--- src/rtl/timer16.sv ---
// rtl/timer16.sv - memory-mapped 16-bit timer/counter with prescaler and compare match
//   clk      in   system clock
//   reset    in   asynchronous active-high reset
//   din      in   [7:0] bus write data
//   address  in   [7:0] bus address (TIMER_ADDRESS+0 .. +5 decoded)
//   w_en     in   bus write strobe
//   r_en     in   bus read strobe
//   dout     out  [7:0] registered read data
//   irq      out  one-cycle interrupt pulse
module timer16 #(
  parameter logic [7:0] TIMER_ADDRESS = 8'h10
) (
  input  logic       clk,
  input  logic       reset,
  input  logic [7:0] din,
  input  logic [7:0] address,
  input  logic       w_en,
  input  logic       r_en,
  output logic [7:0] dout,
  output logic       irq
);

  typedef enum logic {IDLE, RUN} state_t;

  state_t      state_q, state_d;
  logic [5:0]  ctrl_q, ctrl_d;      // [0] EN, [1] IRQ_EN, [2] ONESHOT, [5:3] PRESC
  logic        match_q, match_d;
  logic [15:0] cmp_q, cmp_d;
  logic [15:0] count_q, count_d;
  logic [7:0]  cnth_q, cnth_d;
  logic [6:0]  presc_q, presc_d;
  logic [7:0]  dout_q, dout_d;
  logic        irq_q, irq_d;

  logic [7:0]  offset;
  logic        hit;
  logic        wr_ctrl, wr_stat, wr_cmpl, wr_cmph, wr_cnt;
  logic [6:0]  presc_top;
  logic        running, tick, match_evt;

  assign offset  = address - TIMER_ADDRESS;
  assign hit     = (offset < 8'd6);
  assign wr_ctrl = w_en && hit && (offset == 8'd0);
  assign wr_stat = w_en && hit && (offset == 8'd1);
  assign wr_cmpl = w_en && hit && (offset == 8'd2);
  assign wr_cmph = w_en && hit && (offset == 8'd3);
  assign wr_cnt  = w_en && hit && ((offset == 8'd4) || (offset == 8'd5));

  // (1 << PRESC) - 1 expressed as a right shift of all-ones
  assign presc_top = 7'h7F >> (3'd7 - ctrl_q[5:3]);

  // Counting stops as soon as EN drops, even during the RUN->IDLE cycle,
  // so a one-shot leaves count at 0.
  assign running   = (state_q == RUN) && ctrl_q[0];
  assign tick      = running && (presc_q == presc_top);
  // A counter write swallows the tick entirely, including its compare.
  assign match_evt = tick && !wr_cnt && (count_q == cmp_q);

  always_comb begin
    state_d = state_q;
    ctrl_d  = ctrl_q;
    match_d = match_q;
    cmp_d   = cmp_q;
    count_d = count_q;
    cnth_d  = cnth_q;
    presc_d = presc_q;
    dout_d  = 8'h00;
    irq_d   = match_evt && ctrl_q[1];

    case (state_q)
      IDLE:    if (ctrl_q[0])  state_d = RUN;
      RUN:     if (!ctrl_q[0]) state_d = IDLE;
      default: state_d = IDLE;
    endcase

    if (state_q == IDLE || wr_cnt) begin
      presc_d = 7'd0;
    end else if (running) begin
      presc_d = tick ? 7'd0 : presc_q + 7'd1;
    end

    if (wr_cnt) begin
      count_d = 16'd0;
    end else if (tick) begin
      count_d = match_evt ? 16'd0 : count_q + 16'd1;
    end

    // Hardware one-shot clear first so a same-cycle software write overrides it.
    if (match_evt && ctrl_q[2]) ctrl_d[0] = 1'b0;
    if (wr_ctrl) ctrl_d = din[5:0];

    // Set beats write-1-clear.
    if (wr_stat && din[0]) match_d = 1'b0;
    if (match_evt) match_d = 1'b1;

    if (wr_cmpl) cmp_d[7:0]  = din;
    if (wr_cmph) cmp_d[15:8] = din;

    // Reads use current register values, so a same-cycle write is not visible.
    if (r_en && hit) begin
      case (offset)
        8'd0: dout_d = {2'b00, ctrl_q};
        8'd1: dout_d = {7'd0, match_q};
        8'd2: dout_d = cmp_q[7:0];
        8'd3: dout_d = cmp_q[15:8];
        8'd4: begin
          dout_d = count_q[7:0];
          cnth_d = count_q[15:8];
        end
        8'd5: dout_d = cnth_q;
        default: dout_d = 8'h00;
      endcase
    end
  end

  always_ff @(posedge clk or posedge reset) begin
    if (reset) begin
      state_q <= IDLE;
      ctrl_q  <= 6'd0;
      match_q <= 1'b0;
      cmp_q   <= 16'd0;
      count_q <= 16'd0;
      cnth_q  <= 8'd0;
      presc_q <= 7'd0;
      dout_q  <= 8'd0;
      irq_q   <= 1'b0;
    end else begin
      state_q <= state_d;
      ctrl_q  <= ctrl_d;
      match_q <= match_d;
      cmp_q   <= cmp_d;
      count_q <= count_d;
      cnth_q  <= cnth_d;
      presc_q <= presc_d;
      dout_q  <= dout_d;
      irq_q   <= irq_d;
    end
  end

  assign dout = dout_q;
  assign irq  = irq_q;

endmodule
--- config.mk ---
export PLATFORM = sky130hd
export DESIGN_NAME = timer16
export DESIGN_NICKNAME = d
export VERILOG_FILES = /design/src/rtl/timer16.sv
export SDC_FILE = /design/constraint.sdc
export NUM_CORES = 1
export LEC_CHECK = 0
export CAP_MARGIN = 5
export CORE_MARGIN = 4
export CORE_UTILIZATION = 45
export CTS_CLUSTER_DIAMETER = 200
export DETAILED_ROUTE_END_ITERATION = 16
export GPL_TIMING_DRIVEN = 0
export PLACE_DENSITY = 0.7
export RECOVER_POWER = 100
export SYNTH_ARGS = -nofsm -noshare
export SYNTH_HDL_FRONTEND = slang
export SYNTH_SLANG_ARGS = --single-unit
--- constraint.sdc ---
create_clock -name clk -period 3.9 [get_ports clk]
set_clock_uncertainty 0.05 [all_clocks]
set_input_delay 0.78 -clock clk [delete_from_list [all_inputs] [get_ports clk]]
set_output_delay 0.78 -clock clk [all_outputs]
set_load 0.02 [all_outputs]
==> summary.md, run 1 <==
| Metric | Value |
|---|---|
| Run status | `finished, final reports clean` |
| Width of the die | `96.3 um` |
| DRC | `0` |
| Share of cells above drive strength 1 | `0.139` |
| Most common cell in the synthesized netlist | `dfrtp_1` |
| Mapped Area | `3500 sq um` |
| Fillers | `640` |
| Syn_nets | `352` |
| Clk sinks | `64` |
| Die Y-Extent | `96.3 um` |
| Adder-Cell Fraction of Synth Area | `0.00714` |
| Critical path type | `in -> reg` |
| Placeable core region | `7410 sq um` |
| Final Critical Period | `3520 ps` |
| Async SR Flop Fraction | `1.00` |
| Worst skew pair latency | `350 ps` |
| Max Fclk | `284 MHz` |
| PD cells | `358 nW/um^2` |
| Count of endpoints failing setup in the final report | `0` |
| Synth unique cells | `51` |
| RSZ-0062 raised after global routing | `no` |
| Hold Path Class | `reg -> reg` |
| Vias in the first global route | `2908` |
| Row Count | `31` |
| Total CTS buffers | `9` |
| Worst slew margin | `0.288` |
| Drt first pass iters | `4` |
| # Max-Cap Violations | `0` |
| Leakage power | `1.67 nW` |
| Synth cell count leaders | `64 x dfrtp_1, 30 x mux2_2, 23 x nand2_1` |
| Clock share of power | `0.445` |
| Max Slew Vio Count | `0` |
| Post-synthesis simple-gate area fraction | `0.177` |
| Crit-path max FO | `8` |
| Register area share after synthesis | `0.457` |
| EDFF count, synth | `0` |
| Final Util | `0.556` |
| GRT Overall Usage | `0.207` |
| Vias | `2901` |
| Final hold vios | `0` |
| Main combinational cell family by area after synthesis | `simple AND/OR/NAND/NOR gates` |
| CTS tree | `done` |
| Clock buffer depth | `2` |
| Final TNS setup | `0 ps` |
| Mean post-synth cell area | `10.6 sq um` |
| First-pass GRT wire length | `14500 um` |
| Critical Path AT | `3690 ps` |
| Nets | `391` |
| IR drop worst, VDD | `156 uV` |
| Hpwl dp | `6250 um` |
| Sw Ratio | `0.258` |
| Post_cts resized | `0` |
| Post-CTS Hold Buffers | `0` |
| Synth area leader | `dfrtp_1` |
| Initial antenna violation count | `0` |
| Switching power | `0.380 mW` |
| Yosys warns | `0` |
| Grt total ovfl | `0` |
| Gpl congestion | `0.852` |
| Full die area | `9260 sq um` |
| Number of synthesized register bits | `64` |
| Final worst-path cycle share | `0.902` |
| Syn Inst Count | `330` |
| Reg clk slew, reported paths | `80 ps` |
| Sequential power share | `0.471` |
| Buffers added on ports | `27` |
| Post-synthesis mux area share | `0.0993` |
| H-Tree Depth | `3` |
| Compound-Gate Fraction of Synth Area | `0.168` |
| Setup Fix Bufs, Post-CTS | `0` |
| Via/cell ratio | `6.13` |
| Initial Utilization | `0.473` |
| Root buf cell | `clkbuf_8` |
| Slew of the pin with the lowest slew margin | `1060 ps` |
| N_diodes | `0` |
| CP Launch Type | `input port` |
| WP data required | `4080 ps` |
| DR iter-0 viols | `206` |
| DR WL/cell | `18.9 um` |
| Synth Flop Type | `dfrtp_1` |
| ANT nets after route | `0` |
| Largest net degree at the start of global routing | `41` |
| Synth top area cells | `dfrtp_1 46%, mux2_2 9.6%, xnor2_1 4.5%, a32o_1 4.0%, a22oi_1 3.6%` |
| Post-Synth XOR/XNOR Area | `0.0600` |
| Routed WL | `8930 um` |
| # IOs | `29` |
| Area Growth Syn to Fin | `17.6%` |
| Int Pwr | `1.10 mW` |
| Crit. End Element | `flip-flop` |
| Synth top area share | `0.457` |
| Share of power burned in combinational logic | `0.084` |
[sequential cells by signal, indices dropped and copies added, names as in the netlist]
name	cells
match_q	1
dout	8
irq	1
cmp_q	16
count_q	16
ctrl_q	6
cnth_q	8
presc_q	7
state_q	1
[power by group through the flow]
stage / Sequential, mW / Combinational, mW / Clock (mW)
after floorplan: 0.701 / 0.0788 / 0
after CTS: 0.694 / 0.127 / 0.664
after global routing: 0.696 / 0.137 / 0.700
after detailed placement: 0.707 / 0.126 / 0
after global placement: 0.707 / 0.121 / 0
final: 0.695 / 0.124 / 0.657
[area by class of cell]
cell class / count / area, sq um / area share
inverter: 4 / 15.0 / 0.00364
tap: 99 / 124 / 0.0301
clock inverter: 7 / 100 / 0.0243
sequential: 64 / 1600 / 0.389
clock buffer: 9 / 124 / 0.0301
buffer: 24 / 90.1 / 0.0219
multi-input combinational: 238 / 1790 / 0.435
timing repair buffer: 28 / 275 / 0.0668
[kinds of logic (layout without fill, tap and decap cells)]
logic type | after synthesis | count (layout)
AOI/OAI and AO/OA | 75 | 75
xor gates and xnor gates | 24 | 24
adders and majority gates | 2 | 2
buffers and inverters | 28 | 72
DFF | 64 | 64
muxes | 31 | 31
and+or+nand+nor | 106 | 106
[per-stage QoR]
step / setup WS, ps / instance area [sq um] / power [mW] / std cells / hold slack [ps]
finish: 383 / 4120 / 1.48 / 473 / 328
global route: 255 / 4120 / 1.53 / 473 / 345
detailed placement: 214 / 3920 / 0.833 / 457 / 318
global placement: 229 / 3900 / 0.828 / 456 / 307
CTS: 580 / 4140 / 1.49 / 473 / 331
floorplan: 993 / 3500 / 0.780 / 330 / 302
[critical path: stages]
cell           delay (ps)
dlygate4sd3_1         520
or4b_1                510
clkbuf_1              190
or3_1                 330
clkbuf_1              170
nor2_1                770
mux2_2                420
[routing by layer]
metal | part of all wire | vias up | global-route usage | routed length (um)
li1 | - | 1335 | - | -
met3 | 0.057 | 18 | 0.0399 | 511
met5 | 0 | - | 0 | 0
met1 | 0.44 | 1450 | 0.267 | 3950
met4 | 0.018 | 0 | 0.0806 | 165
met2 | 0.48 | 98 | 0.341 | 4300
[final timing paths]
path                                 start          end  slack, ps  cells past startpoint
max in group asynchronous            reset  count_q[10]       1270                      3
min in group asynchronous            reset   presc_q[3]       1040                      2
worst max register to register   ctrl_q[5]   count_q[6]       1050                      7
worst min-delay path             ctrl_q[0]      state_q        330                      0
worst max-delay path            address[6]     cmp_q[7]        380                      7
worst min register to register   ctrl_q[0]      state_q        330                      0
[cell usage in the layout (no fill, tap or decap), types with 3 or more instances in the layout]
cell | netlist | final
clkbuf_8 | 0 | 9
inv_6 | 0 | 3
o21ai_0 | 4 | 4
nor2_1 | 10 | 11
o211ai_1 | 16 | 16
nor3b_1 | 8 | 8
dlygate4sd3_1 | 0 | 11
clkbuf_1 | 21 | 24
xor2_1 | 6 | 6
nand3_1 | 7 | 7
nand2_1 | 23 | 23
nand4_1 | 7 | 7
nor4_1 | 6 | 6
nor3_1 | 14 | 14
a22oi_1 | 17 | 17
dfrtp_1 | 64 | 64
or3_1 | 4 | 4
a31oi_1 | 5 | 5
a21oi_1 | 6 | 6
a32o_1 | 14 | 14
clkdlybuf4s50_1 | 0 | 16
mux2_2 | 30 | 30
inv_1 | 4 | 4
xnor2_1 | 18 | 18
and3_1 | 9 | 9
No activity file was read; power rests on OpenSTA's default activity.
==> run 2, diff against run 1 <==
Settings changed: CORE_UTILIZATION 45 to 55, PLACE_DENSITY 0.7 to 0.82.
==> summary.md, run 2 (synthesized netlist as in run 1, its figures left out) <==
| Metric | Value |
|---|---|
| Run status | `finished, final reports clean` |
| Worst path depth | `7 (unchanged)` |
| GRT Overall Usage | `0.241 (+0.0344)` |
| WP data required | `4080 ps (about the same)` |
| ANT nets after route | `0 (unchanged)` |
| Final TNS setup | `0 ps (unchanged)` |
| H-Tree Depth | `3 (unchanged)` |
| # Max-Cap Violations | `0 (unchanged)` |
| CP Launch Type | `input port` |
| Most common cell after layout, fill and taps aside | `dfrtp_1` |
| CTS tree | `done` |
| Vias in the first global route | `2803 (-3.6%)` |
| Final Critical Period | `3460 ps (-54.4 ps)` |
| Placeable core region | `6060 sq um (-18%)` |
| DP Worst Slack | `325 ps (+110 ps)` |
| Max Slew Vio Count | `0 (unchanged)` |
| Critical path type | `in -> reg` |
| Row Count | `28 (-9.7%)` |
| CP bufs+invs | `3 (unchanged)` |
| Placed cell count | `433 (-5.3%)` |
| Full die area | `7710 sq um (-17%)` |
| Total CTS buffers | `9 (unchanged)` |
| Die Y-Extent | `87.8 um (-8.8%)` |
| Worst skew pair latency | `350 ps (about the same)` |
| # IOs | `29 (unchanged)` |
| Leakage power | `1.64 nW (-1.7%)` |
| Met1 wire length | `3740 um (-5.3%)` |
| Metal3 WL | `579 um (+13%)` |
| DR WL met2 | `4080 um (-5.3%)` |
| Initial antenna violation count | `0 (unchanged)` |
| CP delay by family, top | `simple AND/OR/NAND/NOR gates` |
| Area Growth Syn to Fin | `16.0%` |
| RSZ-0062 raised after global routing | `no` |
| Final hold vios | `0 (unchanged)` |
| Highest Signal Layer | `met4` |
| N_diodes | `0 (unchanged)` |
| Clock buffer depth | `2 (unchanged)` |
| Hold Path Class | `reg -> reg` |
| Worst-path cell chain | `dlygate4sd3_1 > or4b_1 > clkbuf_1 > or3_1 > clkbuf_1 > nor2_1 > mux2_2` |
| Final worst-path cycle share | `0.888 (-0.0140)` |
| Vias | `2928 (+0.93%)` |
| Worst slew margin | `0.262 (-0.0255)` |
| Fin area | `4060 sq um (-1.4%)` |
| R2R depth | `7 (unchanged)` |
| Leading registers by flop count | `cmp_q x16, count_q x16` |
| Routed WL | `8610 um (-3.5%)` |
| Crit. End Element | `flip-flop` |
| Crit-path max FO | `8 (unchanged)` |
| Drt first pass iters | `4 (unchanged)` |
| Gpl congestion | `0.846 (-0.72%)` |
| Buffers added on ports | `27 (unchanged)` |
| Post-CTS Hold Buffers | `0 (unchanged)` |
| Post_cts resized | `0 (unchanged)` |
| DR iter-0 viols | `205 (-0.49%)` |
| Count of endpoints failing setup in the final report | `0 (unchanged)` |
| Crit-path slowest cell | `nor2_1` |
| Grt total ovfl | `0 (unchanged)` |
| IR drop worst, VDD | `251 uV (+61%)` |
| Final Util | `0.671 (+0.114)` |
| Max Fclk | `289 MHz (+1.6%)` |
| Width of the die | `87.8 um (-8.8%)` |
| DR WL/cell | `19.2 um (+1.6%)` |
| Critical Path AT | `3640 ps (-50 ps)` |
| Via/cell ratio | `6.52 (+6.3%)` |
| Fin cells | `449 (-5.1%)` |
| Root buf cell | `clkbuf_8` |
| Post-route setup slack | `437 ps (+54.4 ps)` |
| Nets | `391 (unchanged)` |
| DRC | `0 (unchanged)` |
| Initial Utilization | `0.578 (+0.105)` |
| Most frequent cells in the layout | `64 x dfrtp_1, 30 x mux2_2, 24 x clkbuf_1` |
| Slew of the pin with the lowest slew margin | `1110 ps (+45.2 ps)` |
| Setup Fix Bufs, Post-CTS | `0 (unchanged)` |
| CP max stage delay | `690 ps (-80 ps)` |
| Clk sinks | `64 (unchanged)` |
| Share of cells above drive strength 1 | `0.139 (unchanged)` |
| Hpwl dp | `5980 um (-4.3%)` |
| Reg clk slew, reported paths | `80 ps (about the same)` |
| Most frequent CP cell | `clkbuf_1` |
| Total Power | `1.34 mW (-9.0%)` |
| Largest net degree at the start of global routing | `38 (-7.3%)` |
| PD cells | `330 nW/um^2 (-7.8%)` |
| Placement Cell Area | `3890 sq um (-0.77%)` |
| Min Hold Slack | `331 ps (+2.85 ps)` |
| First-pass GRT wire length | `14200 um (-2.3%)` |
| Min-Delay Path Depth | `0 (unchanged)` |
-- run 2: changes by cell type in the layout (fill, tap and decap cells not counted), sizes merged --
cell / change
buf: +1
inv: -2
bufinv: -2
clkinv: -1
clkinvlp: +4
-- run 2: worst paths after layout --
kind | from | endpoint | slack (ps)
setup / recovery | address[6] | cmp_q[2] | 440
hold / removal | ctrl_q[0] | state_q | 330
setup reg to reg | ctrl_q[5] | count_q[6] | 1080
hold reg to reg | ctrl_q[0] | state_q | 330
max in group asynchronous | reset | cmp_q[0] | 1950
min in group asynchronous | reset | count_q[2] | 1100
-- run 2: cell type report --
| class | instances | area [sq um] |
|---|---|---|
| Multi-Input combinational cell | 238 | 1790 |
| Clock buffer | 10 | 138 |
| Inverter | 4 | 15.0 |
| Sequential cell | 64 | 1600 |
| Buffer | 24 | 90.1 |
| Tap cell | 75 | 93.8 |
| Clock inverter | 6 | 43.8 |
| Fill cell | 467 | 2000 |
| Timing Repair Buffer | 28 | 290 |
-- run 2: layer usage --
metal,global-route usage,vias up
li1,-,1339
met3,0.0696,20
met5,0,-
met4,0.0948,0
met1,0.318,1448
met2,0.377,121
-- run 2: power breakdown --
group / total [mW] / internal [mW] / switching (mW)
combinational: 0.125 / 0.0534 / 0.0720
clock: 0.521 / 0.248 / 0.273
sequential: 0.695 / 0.677 / 0.0179
==> run 3, diff against run 2 <==
Settings changed: CORE_MARGIN 4 to not set, SETUP_SLACK_MARGIN set to 0.2.
==> summary.md, run 3 (synthesized netlist as in run 1, its figures left out) <==
| Metric | Value |
|---|---|
| Width of the die | `81.8 um (-6.8%)` |
| Full die area | `6700 sq um (-13%)` |
| ANT nets after route | `0 (unchanged)` |
| Fin cells | `449 (unchanged)` |
| Vias in the first global route | `3006 (+7.2%)` |
| Grt total ovfl | `0 (unchanged)` |
| Final worst-path cycle share | `0.898 (+0.0105)` |
| Hold Path Class | `reg -> reg` |
| Run status | `finished, final reports clean` |
| Final Critical Period | `3500 ps (+40.9 ps)` |
| R2R depth | `7 (unchanged)` |
| DRC | `0 (unchanged)` |
| Share of cells above drive strength 1 | `0.139 (unchanged)` |
| Clock buffer depth | `2 (unchanged)` |
| R2r startpoint | `ctrl_q[5]` |
| Final TNS setup | `0 ps (unchanged)` |
| CP Launch Type | `input port` |
| Die Y-Extent | `81.8 um (-6.8%)` |
| Clk sinks | `64 (unchanged)` |
| Final hold vios | `0 (unchanged)` |
| WP data required | `4080 ps (about the same)` |
| Post_cts resized | `0 (unchanged)` |
| Post-CTS Hold Buffers | `0 (unchanged)` |
| Setup Fix Bufs, Post-CTS | `0 (unchanged)` |
| Crit-path max FO | `10 (+2)` |
| DP Worst Slack | `218 ps (-107 ps)` |
| Reg clk slew, reported paths | `80 ps (about the same)` |
| Total Power | `1.39 mW (+3.3%)` |
| GRT Overall Usage | `0.292 (+0.0503)` |
| PD cells | `341 nW/um^2 (+3.3%)` |
| Crit. End Element | `flip-flop` |
| Max Slew Vio Count | `0 (unchanged)` |
| Worst slew margin | `0.287 (+0.0253)` |
| Initial antenna violation count | `0 (unchanged)` |
| Fin area | `4060 sq um (unchanged)` |
| Row Count | `28 (unchanged)` |
| Routed WL | `8820 um (+2.3%)` |
| Most frequent cells in the layout | `64 x dfrtp_1, 30 x mux2_2, 24 x clkbuf_1` |
| Leading registers by flop count | `cmp_q x16, count_q x16` |
| Total CTS buffers | `9 (unchanged)` |
| Critical path type | `in -> reg` |
| Leakage power | `1.65 nW (+0.55%)` |
| Max Fclk | `285 MHz (-1.2%)` |
| Min Hold Slack | `338 ps (+6.88 ps)` |
| Nets | `391 (unchanged)` |
| Placement Cell Area | `3890 sq um (unchanged)` |
| Placeable core region | `6030 sq um (-0.58%)` |
| Vias | `3025 (+3.3%)` |
| Drt first pass iters | `5 (+1)` |
| First-pass GRT wire length | `14300 um (+1.1%)` |
| DR WL/cell | `19.6 um (+2.3%)` |
| H-Tree Depth | `3 (unchanged)` |
| Area Growth Syn to Fin | `16.0% (unchanged)` |
| Slew of the pin with the lowest slew margin | `1060 ps (-44.9 ps)` |
| Gpl congestion | `0.852 (+0.71%)` |
| Critical path launch point | `address[6]` |
| R2R Path End | `count_q[5]` |
| Reg-to-reg slack, setup | `1060 ps (-20 ps)` |
| DR iter-0 viols | `231 (+13%)` |
| Buffers added on ports | `27 (unchanged)` |
| # IOs | `29 (unchanged)` |
| Hpwl dp | `6190 um (+3.6%)` |
| Most common cell after layout, fill and taps aside | `dfrtp_1` |
| N_diodes | `0 (unchanged)` |
| Final Util | `0.674 (+0.00390)` |
| Initial Utilization | `0.582 (+0.00336)` |
| Root buf cell | `clkbuf_8` |
| Critical Path AT | `3680 ps (+40 ps)` |
| Post-route setup slack | `396 ps (-40.9 ps)` |
| Worst skew pair latency | `350 ps (about the same)` |
| # Max-Cap Violations | `0 (unchanged)` |
| Placed cell count | `433 (unchanged)` |
| Via/cell ratio | `6.74 (+3.3%)` |
| IR drop worst, VDD | `238 uV (-5.1%)` |
| CP endpoint | `count_q[4]` |
| Largest net degree at the start of global routing | `44 (+16%)` |
| CTS tree | `done` |
| Count of endpoints failing setup in the final report | `0 (unchanged)` |
| RSZ-0062 raised after global routing | `no` |
## run 3: changes by cell type in the layout (fill, tap and decap cells not counted)
cell	change
clkbuf_8	-1
clkinvlp_4	-2
clkbuf_2	+1
clkinv_4	+2
clkinv_2	+1
inv_6	-1
buf_12	-1
bufinv_16	+1
## run 3: how the worst min path moves through the flow
stage	startpoint	endpoint	slack (ps)	depth (start not counted)
detailed placement	ctrl_q[0]	state_q	320	0
finish	ctrl_q[0]	state_q	340	0
global route	ctrl_q[0]	state_q	350	0
floorplan	ctrl_q[0]	state_q	300	0
global placement	ctrl_q[0]	state_q	310	0
CTS	ctrl_q[0]	state_q	340	0
## run 3: critical path: stages
cell,delay [ps]
dlygate4sd3_1,520
or4b_1,510
clkbuf_1,190
nor3_1,880
clkbuf_1,450
nor3_1,120
a32o_1,230
## run 3: routing by layer
metal	vias up	part of all wire	global-route usage
li1	1335	-	-
met1	1523	0.43	0.368
met2	147	0.48	0.471
met3	20	0.073	0.0756
met4	0	0.024	0.126
met5	-	0	0
## run 3: area by class of cell
cell class	instances	area, sq um
Fill cell	458	1960
Multi-Input combinational cell	238	1790
Sequential cell	64	1600
Timing Repair Buffer	28	275
Clock buffer	9	124
Tap cell	75	93.8
Buffer	24	90.1
Clock inverter	7	72.6
Inverter	4	15.0
## run 3: power breakdown
group	leakage (nW)	internal [mW]	switching [mW]	total [mW]
combinational	0.671	0.0518	0.0728	0.125
sequential	0.886	0.677	0.0179	0.695
clock	0.0952	0.294	0.271	0.566
total	1.65	1.02	0.362	1.39
